$ cat src/rtl/fir_pkg.sv
`default_nettype none
// ============================================================================
//  Module      : fir_pkg
//  Description : Shared widths, types, coefficient table and saturation limits
//                for the 8-tap symmetric Q4.12 FIR filter.
//  Revision    : 1.0 - initial release
// ============================================================================
package fir_pkg;

    localparam int DATA_W = 16;
    localparam int FRAC_W = 12;
    localparam int TAPS   = 8;
    localparam int ACC_W  = 35;

    typedef logic signed [DATA_W-1:0] sample_t;
    typedef logic signed [ACC_W-1:0]  acc_t;
    typedef logic signed [15:0]       coeff_t;

    // Linear-phase set: COEFFS[k] == COEFFS[TAPS-1-k], which the MAC pre-add relies on
    localparam coeff_t COEFFS [TAPS] = '{
        -16'sd344, -16'sd232, 16'sd748, 16'sd1674,
         16'sd1674, 16'sd748, -16'sd232, -16'sd344
    };

    localparam acc_t SAT_MAX = acc_t'((2 ** (DATA_W - 1)) - 1);
    localparam acc_t SAT_MIN = acc_t'(-(2 ** (DATA_W - 1)));

endpackage : fir_pkg
`default_nettype wire

$ cat src/rtl/fir_round_sat.sv
`default_nettype none
// ============================================================================
//  Module      : fir_round_sat
//  Description : Scales the Q.24 accumulator back to Q4.12 (floor, or
//                round-half-up when FIR_ROUND_EN is defined) and saturates.
//  Revision    : 1.0 - initial release
// ============================================================================
module fir_round_sat
    import fir_pkg::*;
(
    input  acc_t    acc,
    output sample_t y
);

    acc_t w_biased;
    acc_t w_shifted;

`ifdef FIR_ROUND_EN
    localparam acc_t ROUND_BIAS = acc_t'(2 ** (FRAC_W - 1));
    assign w_biased = acc + ROUND_BIAS;
`else
    assign w_biased = acc;
`endif

    // Arithmetic shift floors toward negative infinity
    assign w_shifted = w_biased >>> FRAC_W;

    always_comb begin
        y = sample_t'(w_shifted);
        if (w_shifted > SAT_MAX) begin
            y = sample_t'(SAT_MAX);
        end else if (w_shifted < SAT_MIN) begin
            y = sample_t'(SAT_MIN);
        end
    end

endmodule : fir_round_sat
`default_nettype wire

$ cat src/rtl/fir_filter.sv
`default_nettype none
// ============================================================================
//  Module      : fir_filter
//  Description : 8-tap symmetric low-pass FIR, one Q4.12 sample per clock,
//                registered output. Optional rounding via FIR_ROUND_EN.
//  Revision    : 1.0 - initial release
// ============================================================================
module fir_filter
    import fir_pkg::*;
(
    input  logic                     clk,
    input  logic                     rst,
    input  logic signed [DATA_W-1:0] x_in,
    output logic signed [DATA_W-1:0] y_out
);

    sample_t r_delay [TAPS];
    sample_t r_y;
    acc_t    w_pair  [TAPS/2];
    acc_t    w_prod  [TAPS/2];
    acc_t    w_acc;
    sample_t w_y_next;

    always_ff @(posedge clk or posedge rst) begin
        if (rst) begin
            for (int k = 0; k < TAPS; k++) begin
                r_delay[k] <= '0;
            end
            r_y <= '0;
        end else begin
            r_delay[0] <= x_in;
            for (int k = 1; k < TAPS; k++) begin
                r_delay[k] <= r_delay[k-1];
            end
            r_y <= w_y_next;
        end
    end

    // Mirrored taps share a coefficient, so pre-add the pair and multiply once
    generate
        for (genvar k = 0; k < TAPS/2; k++) begin : g_preadd
            assign w_pair[k] = acc_t'(r_delay[k]) + acc_t'(r_delay[TAPS-1-k]);
            assign w_prod[k] = w_pair[k] * acc_t'(COEFFS[k]);
        end
    endgenerate

    always_comb begin
        w_acc = '0;
        for (int k = 0; k < TAPS/2; k++) begin
            w_acc = w_acc + w_prod[k];
        end
    end

    fir_round_sat u_round_sat (
        .acc (w_acc),
        .y   (w_y_next)
    );

    assign y_out = r_y;

endmodule : fir_filter
`default_nettype wire

$ cat config.mk
export PLATFORM = sky130hd
export DESIGN_NAME = fir_filter
export DESIGN_NICKNAME = d
export VERILOG_FILES = /design/src/rtl/fir_pkg.sv /design/src/rtl/fir_round_sat.sv /design/src/rtl/fir_filter.sv
export SDC_FILE = /design/constraint.sdc
export NUM_CORES = 1
export LEC_CHECK = 0
export BUFFER_PORTS_ARGS = -buffer_cell sky130_fd_sc_hd__buf_2
export CORE_MARGIN = 2
export CORE_UTILIZATION = 66
export DETAILED_ROUTE_END_ITERATION = 10
export PLACE_DENSITY = 0.91
export SETUP_SLACK_MARGIN = 0.5
export SLEW_MARGIN = 5
export SYNTH_ARGS = -nofsm -noshare
export SYNTH_HDL_FRONTEND = slang
export SYNTH_SLANG_ARGS = --single-unit
$ cat constraint.sdc
create_clock -name clk -period 13.1 [get_ports clk]
set_input_delay 1.965 -clock clk [delete_from_list [all_inputs] [get_ports clk]]
set_output_delay 1.965 -clock clk [all_outputs]
set_load 0.01 [all_outputs]
==> out/results.ini <==
[outcome]
status=finished clean

[global_routing]
grt_antenna_before_repair=0
gr-total-overflow=0
grt_pass1_vias=14633
grt_usage=0.297
grt_first_pass_wirelength_microns=70800
grt_max_degree=74

[route]
drt-wirelength-per-cell_microns=18.0
vias=13708
ant_nets=0
initialDrtViolationCount=853
viasPerCell=5.76
firstDrtPassIters=7
drc_errors=0
wl_microns=42900

[hold_path]
hp-class=reg2reg
holdPathStages=0
worstHoldStart=r_delay[72]$_DFF_PP0_
hold_end=r_delay[56]$_DFF_PP0_

[layout]
fin_nets=2556
fillers=1894
syn2layout_area_growth_pct=6.37
drive_above_1_share=0.0425
antenna_cells=0

[clock_tree]
cts_root_buf=clkbuf_16
path_clk_slew_ns=0.07
h-tree-depth=4
clk_path_buf_depth=2
cts_tree=yes
cts_made_buffers=17
worstSkewPairLatency_ns=0.45
post_cts_resized=0
postCtsHoldBufs=0
post_cts_buffers=0
clock-sinks=144

[setup_path]
r2r_setup_slack_ns=1.61
critPathSlowestCell=a31oi_1
max_stage_delay_ns=0.87
crit_required_ns=13.43
worst-path-buf-inv=5
end_kind=flop
crit_top_cell=fa_1
crit_type=reg2reg
worstPathArrival_ns=11.81
worstPathMaxFanout=15
critical_path.top_delay_family=compound AO/OA/AOI/OAI gates
r2r-start=r_delay[80]$_DFF_PP0_
reg2reg_depth=39
crit-reg2reg-capture=y_out[6]$_DFF_PP0_
start_kind=flop

[floorplanning]
io_pins=34
coreArea_sq_um=27900
die_area_sq_um=29900
start_util=0.674
die_w_microns=173
die_h_microns=173
core.rowCount=61

[sta]
setup_viol=0
rsz0062_at_grt=false
clock_skew_ns=0.0175
timing_hold_violations_final=0
fmax_ghz=0.0870
min_period_ns=11.49
relSlewSlack=0.280
fin_crit_sh=0.877
hold-worst-slack_ns=0.387
fin_setup_tns_ns=0
tightestPinTransition_ns=1.08
maxSlewViolCount=0

[placement]
dp_hpwl_microns=35500
port_buffers=33
routabilityCongestion=0.937

[synth]
syn_nets=2510
avgSynthCellArea_sq_um=9.70
synth_cell_types=67
yosysWarnings=0
syn_area_sq_um=18800
synth-edff-count=0
yosysTopAreaCell=ha_1
synthTopCellsByCount=inv_1 (395), ha_1 (369), fa_1 (182)
synth_most_common_cell=inv_1
ys_top_cells_by_area=ha_1 (25%), fa_1 (19%), dfrtp_1 (19%), inv_1 (7.9%), xnor2_1 (5.5%)
ys_ff_latch=144
synthDominantCellAreaShare=0.245
syn_inst=1941
ys_async_sr_fraction=1.00
ys.flop_type=dfrtp_1
ys_seq_area_frac=0.191

[run]
drv_cap=0

-- flip-flops by register name (all words and copies together) (netlist names) --
| name | count |
|---|---|
| r_delay | 128 |
| y_out | 16 |
-- placed cells by master, fill, tap and decap left out, types with 4 or more instances in the layout --
cell type	synthesis	routed
xor2_1	82	82
o21a_1	18	18
a31oi_1	9	9
inv_6	0	5
maj3_1	4	4
a211oi_1	11	11
mux2i_1	4	4
nor2b_1	18	18
fa_1	182	182
a21oi_1	98	98
nand2b_1	18	18
nand3_1	19	19
ha_1	369	369
a21boi_0	12	12
and2_1	6	6
a21o_1	57	57
nand2_1	74	74
nor3_1	32	32
clkbuf_16	0	17
o41ai_1	4	4
xnor2_1	119	119
or2_2	9	9
nor2_1	99	99
inv_1	395	394
o21bai_1	11	11
o21ai_0	68	68
and3_1	9	9
buf_2	2	33
dfrtp_1	144	144
o31a_1	4	4
inv_8	0	4
or3_1	7	7
-- layer usage --
metal | share of wire | vias to the layer above | track usage
met5 | 0 | - | 0
met4 | 0.035 | 0 | 0.116
met3 | 0.043 | 117 | 0.0268
met2 | 0.51 | 412 | 0.537
met1 | 0.42 | 6735 | 0.369
li1 | - | 6444 | -
-- layout make-up --
cell class                 instances  area, sq um  area share
inverter                         396         1490      0.0745
clock buffer                      17          425      0.0212
tap                              378          473      0.0236
sequential                       144         3600       0.180
multi-input combinational       1394        13700       0.683
timing repair buffer              34          173     0.00862
clock inverter                    15          175     0.00875
-- worst max-delay path by stage --
stage / startpoint / to / cells past startpoint
floorplan: r_delay[32]$_DFF_PP0_ / y_out[11]$_DFF_PP0_ / 41
global placement: r_delay[32]$_DFF_PP0_ / y_out[1]$_DFF_PP0_ / 39
detailed placement: r_delay[80]$_DFF_PP0_ / y_out[6]$_DFF_PP0_ / 39
CTS: r_delay[80]$_DFF_PP0_ / y_out[6]$_DFF_PP0_ / 39
global route: r_delay[80]$_DFF_PP0_ / y_out[9]$_DFF_PP0_ / 39
finish: r_delay[80]$_DFF_PP0_ / y_out[6]$_DFF_PP0_ / 39
-- worst reg2reg max path: cells and delay by family (launching register included) --
family | cells | cell delay (ns)
adders and majority gates | 10 | 4.30
AOI/OAI and AO/OA | 17 | 4.79
DFF | 1 | 0.38
buffers and inverters | 5 | 0.58
and+or+nand+nor | 6 | 1.10
xor gates and xnor gates | 1 | 0.20
-- kinds of logic (layout without fill, tap and decap cells) --
logic type               count (synthesis)  in the layout  share of synthesized area
flip-flops                             144            144                      0.191
AND/OR/NAND/NOR                        304            304                     0.0756
buffers and inverters                  403            462                     0.0817
adder cells (fa/ha/maj)                555            555                      0.441
multiplexers                             5              5                    0.00272
XOR/XNOR                               204            204                     0.0971
AO/OA/AOI/OAI                          326            326                      0.111
-- per-stage QoR --
step	setup slack, ns	std cells	area [sq um]	util
after floorplan	3.36	1941	18800	-
after global placement	2.57	2346	19400	0.695
after detailed placement	2.03	2346	19400	0.695
after CTS	1.79	2378	20000	0.717
after global routing	0.879	2378	20000	0.717
final	1.61	2378	20000	0.717
Power is not shown: default switching activity piles up to over one toggle a cycle in this logic, so the estimate is an artifact.
